[config.mk]
export PLATFORM = sky130hd
export DESIGN_NAME = approx_mac_accumulator_flat
export DESIGN_NICKNAME = d
export VERILOG_FILES = /design/src/rtl/approx_mac_pkg.sv /design/src/rtl/approx_mac_accumulator_if.sv /design/src/rtl/approx_mac_addsat.sv /design/src/rtl/approx_mac_accumulator.sv /design/src/flat_wrapper.sv
export SDC_FILE = /design/constraint.sdc
export NUM_CORES = 1
export LEC_CHECK = 0
export BUFFER_PORTS_ARGS = -buffer_cell sky130_fd_sc_hd__buf_2
export CAP_MARGIN = 25
export CORE_MARGIN = 10
export CORE_UTILIZATION = 60
export DETAILED_ROUTE_END_ITERATION = 10
export PLACE_DENSITY_LB_ADDON = 0.08
export SYNTH_ARGS = -nofsm -noshare
export SYNTH_HDL_FRONTEND = slang
export SYNTH_HIERARCHICAL = 1
export SYNTH_SLANG_ARGS = --single-unit
[constraint.sdc]
create_clock -name clk -period 6.65 [get_ports clk]
set_clock_uncertainty 0.05 [all_clocks]
set_input_delay 1.33 -clock clk [delete_from_list [all_inputs] [get_ports clk]]
set_output_delay 1.33 -clock clk [all_outputs]
set_load 0.005 [all_outputs]
[src/rtl/approx_mac_pkg.sv]
// Shared types and default constants for the approximate MAC datapath stages.
package approx_mac_pkg;

    typedef enum logic [1:0] {
        IDLE  = 2'd0,
        ACCUM = 2'd1,
        HOLD  = 2'd2
    } state_t;

    localparam int ACC_W_DEF   = 24;
    localparam int MAX_LEN_DEF = 256;
    localparam int PROD_W      = 16;

endpackage

[src/rtl/approx_mac_accumulator_if.sv]
// Product-in / result-out handshake bundle for approx_mac_accumulator.
interface approx_mac_accumulator_if #(
    parameter int ACC_W = 24,
    parameter int CNT_W = 9
) ();
    logic             prod_valid;
    logic             prod_ready;
    logic [15:0]      prod_data;
    logic             prod_last;
    logic             out_valid;
    logic             out_ready;
    logic [ACC_W-1:0] out_sum;
    logic [CNT_W-1:0] out_count;
    logic             out_trunc;
    logic             out_ovf;

    modport master (
        output prod_valid, prod_data, prod_last, out_ready,
        input  prod_ready, out_valid, out_sum, out_count, out_trunc, out_ovf
    );

    modport slave (
        input  prod_valid, prod_data, prod_last, out_ready,
        output prod_ready, out_valid, out_sum, out_count, out_trunc, out_ovf
    );
endinterface

[src/rtl/approx_mac_addsat.sv]
// Combinational ACC_W-bit adder with carry-out; clamps to all-ones on carry
// when APPROX_MAC_SATURATE_EN is defined, otherwise wraps.
module approx_mac_addsat #(
    parameter int ACC_W = 24
) (
    input  logic [ACC_W-1:0] a,
    input  logic [ACC_W-1:0] b,
    output logic [ACC_W-1:0] sum,
    output logic             carry
);
    logic [ACC_W:0] full_sum;

    assign full_sum = {1'b0, a} + {1'b0, b};
    assign carry    = full_sum[ACC_W];

`ifdef APPROX_MAC_SATURATE_EN
    assign sum = carry ? {ACC_W{1'b1}} : full_sum[ACC_W-1:0];
`else
    assign sum = full_sum[ACC_W-1:0];
`endif

endmodule

[src/rtl/approx_mac_accumulator.sv]
// Frame accumulator for the approximate multiplier product stream.
// Optional clamp-on-overflow via APPROX_MAC_SATURATE_EN (see approx_mac_addsat).
module approx_mac_accumulator
    import approx_mac_pkg::*;
#(
    parameter int ACC_W   = ACC_W_DEF,
    parameter int MAX_LEN = MAX_LEN_DEF,
    parameter int CNT_W   = 9
) (
    input  logic                    clk,
    input  logic                    rst_n,
    approx_mac_accumulator_if.slave bus
);
    localparam logic [CNT_W-1:0] MAX_CNT = CNT_W'(MAX_LEN);
    localparam logic [CNT_W-1:0] ONE_CNT = CNT_W'(1);

    state_t           state_q, state_d;
    logic [ACC_W-1:0] acc_q, acc_d;
    logic [CNT_W-1:0] cnt_q, cnt_d;
    logic             trunc_q, trunc_d;
    logic             ovf_q, ovf_d;
    logic             ready_q, ready_d;
    logic             valid_q, valid_d;

    logic             accept;
    logic [ACC_W-1:0] prod_ext;
    logic [ACC_W-1:0] add_a;
    logic [ACC_W-1:0] add_sum;
    logic             add_carry;
    logic [CNT_W-1:0] cnt_inc;

    assign accept   = bus.prod_valid & ready_q;
    assign prod_ext = ACC_W'(bus.prod_data);
    // The first beat of a frame starts from zero rather than the stale sum.
    assign add_a    = (state_q == IDLE) ? '0 : acc_q;
    assign cnt_inc  = cnt_q + ONE_CNT;

    approx_mac_addsat #(.ACC_W(ACC_W)) u_addsat (
        .a     (add_a),
        .b     (prod_ext),
        .sum   (add_sum),
        .carry (add_carry)
    );

    always_comb begin
        state_d = state_q;
        acc_d   = acc_q;
        cnt_d   = cnt_q;
        trunc_d = trunc_q;
        ovf_d   = ovf_q;
        case (state_q)
            IDLE: begin
                acc_d   = '0;
                cnt_d   = '0;
                trunc_d = 1'b0;
                ovf_d   = 1'b0;
                if (accept) begin
                    acc_d = add_sum;
                    cnt_d = ONE_CNT;
                    if (bus.prod_last) begin
                        state_d = HOLD;
                    end else if (MAX_CNT == ONE_CNT) begin
                        state_d = HOLD;
                        trunc_d = 1'b1;
                    end else begin
                        state_d = ACCUM;
                    end
                end
            end
            ACCUM: begin
                if (accept) begin
                    acc_d = add_sum;
                    cnt_d = cnt_inc;
                    ovf_d = ovf_q | add_carry;
                    // A last flag on the MAX_LEN-th beat is a normal close.
                    if (bus.prod_last) begin
                        state_d = HOLD;
                    end else if (cnt_inc == MAX_CNT) begin
                        state_d = HOLD;
                        trunc_d = 1'b1;
                    end
                end
            end
            HOLD: begin
                if (bus.out_ready) begin
                    state_d = IDLE;
                    acc_d   = '0;
                    cnt_d   = '0;
                    trunc_d = 1'b0;
                    ovf_d   = 1'b0;
                end
            end
            default: begin
                state_d = IDLE;
            end
        endcase
        ready_d = (state_d != HOLD);
        valid_d = (state_d == HOLD);
    end

    always_ff @(posedge clk or negedge rst_n) begin
        if (!rst_n) begin
            state_q <= IDLE;
            acc_q   <= '0;
            cnt_q   <= '0;
            trunc_q <= 1'b0;
            ovf_q   <= 1'b0;
            ready_q <= 1'b0;
            valid_q <= 1'b0;
        end else begin
            state_q <= state_d;
            acc_q   <= acc_d;
            cnt_q   <= cnt_d;
            trunc_q <= trunc_d;
            ovf_q   <= ovf_d;
            ready_q <= ready_d;
            valid_q <= valid_d;
        end
    end

    assign bus.prod_ready = ready_q;
    assign bus.out_valid  = valid_q;
    assign bus.out_sum    = acc_q;
    assign bus.out_count  = cnt_q;
    assign bus.out_trunc  = trunc_q;
    assign bus.out_ovf    = ovf_q;

endmodule

[src/flat_wrapper.sv]
// flat-port wrapper written by rule: the top's interface ports become plain ports
module approx_mac_accumulator_flat import approx_mac_pkg::*;
#(
    parameter int ACC_W   = ACC_W_DEF,
    parameter int MAX_LEN = MAX_LEN_DEF,
    parameter int CNT_W   = 9
)
  (clk, rst_n, bus_prod_valid, bus_prod_data, bus_prod_last, bus_out_ready, bus_prod_ready, bus_out_valid, bus_out_sum, bus_out_count, bus_out_trunc, bus_out_ovf);
  approx_mac_accumulator_if #(.ACC_W(ACC_W), .CNT_W(CNT_W)) bus_i ();
  input  logic clk;
  input  logic rst_n;
  input wire logic [$bits(bus_i.prod_valid)-1:0] bus_prod_valid;
  input wire logic [$bits(bus_i.prod_data)-1:0] bus_prod_data;
  input wire logic [$bits(bus_i.prod_last)-1:0] bus_prod_last;
  input wire logic [$bits(bus_i.out_ready)-1:0] bus_out_ready;
  output wire logic [$bits(bus_i.prod_ready)-1:0] bus_prod_ready;
  output wire logic [$bits(bus_i.out_valid)-1:0] bus_out_valid;
  output wire logic [$bits(bus_i.out_sum)-1:0] bus_out_sum;
  output wire logic [$bits(bus_i.out_count)-1:0] bus_out_count;
  output wire logic [$bits(bus_i.out_trunc)-1:0] bus_out_trunc;
  output wire logic [$bits(bus_i.out_ovf)-1:0] bus_out_ovf;
  assign bus_i.prod_valid = bus_prod_valid;
  assign bus_i.prod_data = bus_prod_data;
  assign bus_i.prod_last = bus_prod_last;
  assign bus_i.out_ready = bus_out_ready;
  assign bus_prod_ready = bus_i.prod_ready;
  assign bus_out_valid = bus_i.out_valid;
  assign bus_out_sum = bus_i.out_sum;
  assign bus_out_count = bus_i.out_count;
  assign bus_out_trunc = bus_i.out_trunc;
  assign bus_out_ovf = bus_i.out_ovf;
  approx_mac_accumulator #(.ACC_W(ACC_W), .MAX_LEN(MAX_LEN), .CNT_W(CNT_W)) u_core (.clk(clk), .rst_n(rst_n), .bus(bus_i));
endmodule
# Word-level counts from Yosys, hierarchy flattened
# Index checks and enable logic that the tools add are counted.
# totals
reg_bits	39
input_bits	21
out_inout_bits	37
# classes
addsub	2
eq_ne	9
n_mux	23
bitwise_logic	2
n_reduce_logical	4
# op_table
operator	n
$mux 24	4
$pmux 24 s3	1
$pmux 9 s3	1
$add 24x16->25	1
$mux 9	2
$mux 2	6
$add 9x1->9 const B	1
$eq 9x9->1 const B	1
$mux 1	6
$ne 2x2->1 const B	3
$pmux 1 s3	2
$pmux 2 s3	1
$reduce_and 5->1	1
$eq 2x2->1 const B	2
$ne 2x1->1 const B	2
$reduce_and 3->1	1
$reduce_bool 3->1	1
$eq 2x1->1 const B	1
$logic_not 2->1	1
$and 1x1->1	1
$or 1x1->1	1

# Longest topological paths before layout
# depth
depth_word	7
ltp_mapped	15
ltp_nobuf	13

# Cells and area by module
# The synthesis kept the hierarchy.
# modules_own_cells
mod	instances	cells_each	area_per_inst_um2
approx_mac_accumulator	1	230	2004.4
approx_mac_addsat	1	172	1252.5

# Worst setup path before layout
# OpenSTA, ideal clock, no wires.
# synth_timing
path_type	input port to flip-flop
startpoint	in bus_prod_data[0]
endpoint	reg u_core.acc_q[22] (netlist: u_core/bus.out_sum[22])
setup_ps	66
t_arrival_ps	3252
t_required_ps	6534
path_slack_ps	3283
cell_stages	10
path_buffers	0
cell_sequence	ha_1 > fa_1 > a21o_1 > a221oi_2 > o21ai_0 > nor3b_2 > o21a_1 > a311oi_2 > nand3_1 > nand2_1
# synth_between
elab_chain_cells	3
word_cells_on_any_way	4
classes_between	1 x add/sub; 3 x mux
# synth_rtl
item	line	text
from (decl)	flat_wrapper.sv:13	input wire logic [$bits(bus_i.prod_data)-1:0] bus_prod_data;
$add 24x16->25 (*)	approx_mac_addsat.sv:13	assign full_sum = {1'b0, a} + {1'b0, b};
net u_core.add_sum[22]	approx_mac_accumulator.sv:28	logic [ACC_W-1:0] add_sum;
$mux 24, on equally long branches	approx_mac_accumulator.sv:71, approx_mac_accumulator.sv:57	
$pmux 24 s3 (*)	approx_mac_accumulator.sv:51	case (state_q)
to (signal assigned)	approx_mac_accumulator.sv:104	acc_q <= '0;
to (signal assigned)	approx_mac_accumulator.sv:112	acc_q <= acc_d;
to (decl)	approx_mac_accumulator.sv:18	logic [ACC_W-1:0] acc_q, acc_d;
# The timed path passes the listed nets; every way through them passes the cells marked *. The select of a mux whose other input is x is not followed.
# A chain may end at the register's enable or synchronous reset.

# Worst setup path after layout
# layout_timing
startpoint	reg u_core.state_q[1]
endpoint	reg u_core.acc_q[21] (netlist: u_core/bus.out_sum[21])
# layout_between
elab_chain_cells	5
word_cells_on_any_way	12
classes_between	1 x add/sub; 4 x eq/ne; 4 x mux; 3 x reduce/logical
# layout_rtl
item	line	text
from (decl)	approx_mac_accumulator.sv:17	state_t state_q, state_d;
from (signal assigned)	approx_mac_accumulator.sv:111	state_q <= state_d;
$logic_not 2->1 (*)	approx_mac_accumulator.sv:35	assign add_a = (state_q == IDLE) ? '0 : acc_q;
$mux 24 (*)	approx_mac_accumulator.sv:35	
net u_core.add_a[2]	approx_mac_accumulator.sv:27	logic [ACC_W-1:0] add_a;
$add 24x16->25 (*)	approx_mac_addsat.sv:13	
net u_core.add_sum[21]	approx_mac_accumulator.sv:28	
$mux 24, on equally long branches	approx_mac_accumulator.sv:71, approx_mac_accumulator.sv:57	
$pmux 24 s3 (*)	approx_mac_accumulator.sv:51	
# Marks and branches as above.

==> flow_metrics.py <==
metrics = {
    "status": {
        "outcome": "finished, final reports clean",
    },
    "pwr": {
        "p_clk_share_pct": 12.4,
        "seqPwrFrac_pct": 25.9,
        "swShare_pct": 48.5,
        "p_switching_mw": 0.654,
        "p_leak_nw": 1.91,
        "p_comb_share_pct": 61.7,
        "p_per_area_nw_per_um2": 364,
        "p_int_mw": 0.694,
        "vdd_drop_max_v": 0.000227,
    },
    "grt": {
        "grt_pass1_wl_um": 14500,
        "antenna_found_initial": 0,
        "grt_pass1_vias": 3132,
        "grt_max_degree": 40,
        "track_usage_pct": 19.7,
        "overflow": 0,
    },
    "routing": {
        "dr.pass1.iters": 5,
        "routed_wl_um": 8350,
        "vias": 3112,
        "drc_errors": 0,
        "drt_iter0_markers": 169,
        "wl_per_cell_um": 15.7,
        "viasPerCell": 5.86,
        "postRouteAntennaNets": 0,
    },
    "job": {
        "cap_violations": 0,
    },
    "placed_design": {
        "dp_hpwl_um": 6220,
        "place.gp.congestion": 0.921,
        "place_area_um2": 3610,
        "io_buffers": 57,
    },
    "sta": {
        "tns_ns": 0,
        "post-route-min-period_ns": 3.63,
        "report.final.setup_viol": 0,
        "tightest_slew_ns": 0.980,
        "relSlewSlack_pct": 34.5,
        "finalHoldViolations": 0,
        "fmax_mhz": 276,
        "rsz0062_at_grt": "false",
        "drv_slew": 0,
        "final.period_utilization_pct": 54.6,
    },
    "synthesis": {
        "syn_avg_cell_area_um2": 8.10,
        "yosysSeqAreaShare_pct": 30.0,
        "ys.flop_type": "dfrtp_1",
        "synth_top_area_share_pct": 30.0,
        "ys_warn_count": 6,
        "synth_top_family_by_area": "simple AND/OR/NAND/NOR gates",
        "syn_inst": 402,
        "synth_xor_area_share_pct": 5.38,
        "async_flop_share_pct": 100,
        "synth_area_leader_cell": "dfrtp_1",
        "yosys-top-cells-area": "dfrtp_1, ha_1, nand2_1",
        "synth.distinct_cells": 57,
        "netlist_area_um2": 3260,
        "synth_mux_area_share_pct": 0.307,
        "synth_edf_count": 0,
        "synth_fa_ha_area_share_pct": 11.8,
        "synth_simple_gate_area_share_pct": 28.5,
        "ys_seq_elements": 39,
        "synth-compound-area-share_pct": 20.3,
    },
    "worst_setup_path": {
        "crit_path_end_kind": "flip-flop",
        "start_kind": "flip-flop",
        "worstPathRequired_ns": 6.84,
        "path_cells": "inv_1, ha_1, buf_4, nor2b_1, ha_1, o211ai_1, o211ai_1, a21oi_1, o221ai_1, a211o_1, a2bb2oi_1, nand3_1, nand2_1",
        "crit_path_top_delay_cell": "ha_1",
        "cp.arrival_ns": 3.82,
        "crit_buf_inv": 2,
        "slowest_delay_ns": 0.56,
        "crit_fanout": 16,
        "critPathTopFamily": "compound AO/OA/AOI/OAI gates",
        "crit_type": "flip-flop to flip-flop",
    },
    "finish": {
        "area_growth_syn_to_layout_pct": 13.6,
        "regArea_um2": 976,
        "fillCellCount": 443,
        "nets": 511,
        "num_antenna_cells": 0,
        "multiInputGateArea_um2": 2190,
        "final_area_um2": 3700,
        "postLayoutCoreUtil_pct": 71.6,
        "drive_above_1_share_pct": 18.2,
    },
    "cts": {
        "cts_tree": "yes",
        "cts_hold_buf": 0,
        "cts_num_sinks": 39,
        "path_clk_slew_ns": 0.09,
        "htree_levels": 2,
        "ctsResizeCount": 0,
        "clock-root-buffer": "clkbuf_8",
        "postCtsSetupBuffers": 0,
        "clock_latency_ns": 0.29,
        "numCtsBuffers": 5,
        "cts_buffer_depth": 2,
    },
    "floorplanning": {
        "initial_core_util_pct": 63.0,
        "io_pins": 58,
        "rows": 26,
        "die-area_um2": 8780,
        "die_w_um": 93.7,
        "placeableCoreArea_um2": 5170,
        "die_h_um": 93.7,
    },
    "min_path": {
        "hold_class": "flip-flop to flip-flop",
    },
}
## final cells by class
class	instances	share of cell area [%]
clock buffer	5	1.86
sequential	39	26.4
timing repair buffer	61	8.72
multi-input combinational	344	59.2
clock inverter	3	0.541
tap	70	2.37
inverter	9	0.913
## power by group through the flow
stage	clock, mW	sequential [mW]	combinational [mW]
2_1_floorplan	0	0.354	0.592
3_3_place_gp	0	0.351	0.787
3_5_place_dp	0	0.353	0.822
4_1_cts	0.172	0.350	0.827
5_1_grt	0.180	0.360	0.930
6_report	0.167	0.349	0.832
## through the flow
step | cells | total power, mW | hold slack (ns) | setup slack (ns)
floorplan | 409 | 0.946 | 0.427 | 3.28
detailed placement | 523 | 1.18 | 0.417 | 2.97
finish | 531 | 1.35 | 0.432 | 3.02
global placement | 522 | 1.14 | 0.410 | 3.05
global route | 531 | 1.47 | 0.463 | 2.76
CTS | 531 | 1.35 | 0.437 | 3.06
## tightest hold or removal path: stages (launching register included)
cell and delay (ns):
dfrtp_1 0.36, nand2_1 0.05, nand2_1 0.05
## kinds of logic after synthesis
group | after synthesis
XOR/XNOR | 20
adder cells (fa/ha/maj) | 30
buffers and inverters | 26
other | 1
AND/OR/NAND/NOR | 185
AO/OA/AOI/OAI | 100
multiplexers | 1
flip-flops | 39
## placed cells by master (no fill, tap or decap), types with 4 or more instances in the layout
master / synthesis / routed
nand2_1: 69 / 69
buf_2: 5 / 57
dfrtp_1: 39 / 39
nand3_1: 30 / 30
ha_1: 29 / 29
nor2b_1: 27 / 27
a21oi_1: 25 / 25
o21ai_0: 22 / 22
nor2_1: 19 / 19
xnor2_1: 12 / 12
inv_1: 9 / 9
and3_1: 8 / 8
xor2_1: 8 / 8
conb_1: 1 / 8
nor3_1: 7 / 7
a21o_1: 7 / 7
o21ai_1: 6 / 6
clkbuf_8: 0 / 5
and2_1: 5 / 5
o211ai_1: 4 / 4
a211oi_1: 5 / 4
## final timing paths
check	startpoint	endpoint	slack (ns)	cells after the start
worst max-delay path	u_core/state_q[1]$_DFF_PN0_	u_core/bus.out_sum[21]$_DFFE_PN0P_	3.02	13
worst min-delay path	u_core/bus.out_sum[14]$_DFFE_PN0P_	u_core/bus.out_sum[14]$_DFFE_PN0P_	0.43	2
worst max register to register	u_core/state_q[1]$_DFF_PN0_	u_core/bus.out_sum[21]$_DFFE_PN0P_	3.02	13
worst min register to register	u_core/bus.out_sum[14]$_DFFE_PN0P_	u_core/bus.out_sum[14]$_DFFE_PN0P_	0.43	2
max in group asynchronous	rst_n	u_core/bus.out_sum[2]$_DFFE_PN0P_	4.84	1
min in group asynchronous	rst_n	u_core/bus.out_sum[5]$_DFFE_PN0P_	1.13	1
## per-layer routing
metal / global-route usage (%) / wire length (um) / vias to the layer above
met5: 0 / 0 / -
met4: 6.33 / 105 / 0
met3: 4.64 / 575 / 11
met2: 32.9 / 3940 / 107
met1: 24.3 / 3730 / 1453
li1: - / - / 1541
## Yosys cell counts (4+ instances only)
cell / count
nand2_1: 69
dfrtp_1: 39
nand3_1: 30
ha_1: 29
nor2b_1: 27
a21oi_1: 25
o21ai_0: 22
nor2_1: 19
xnor2_1: 12
inv_1: 9
and3_1: 8
xor2_1: 8
a21o_1: 7
clkbuf_1: 7
nor3_1: 7
o21ai_1: 6
a211oi_1: 5
and2_1: 5
buf_2: 5
buf_4: 4
o211ai_1: 4
## state kept, by name, summed over array words and instances (netlist names)
| signal | count |
|---|---|
| u_core/bus.out_count | 9 |
| u_core/bus.out_valid | 1 |
| u_core/bus.prod_ready | 1 |
| u_core/state_q | 2 |
| u_core/bus.out_ovf | 1 |
| u_core/bus.out_sum | 24 |
| u_core/bus.out_trunc | 1 |
No activity file was read; power rests on OpenSTA's default activity.
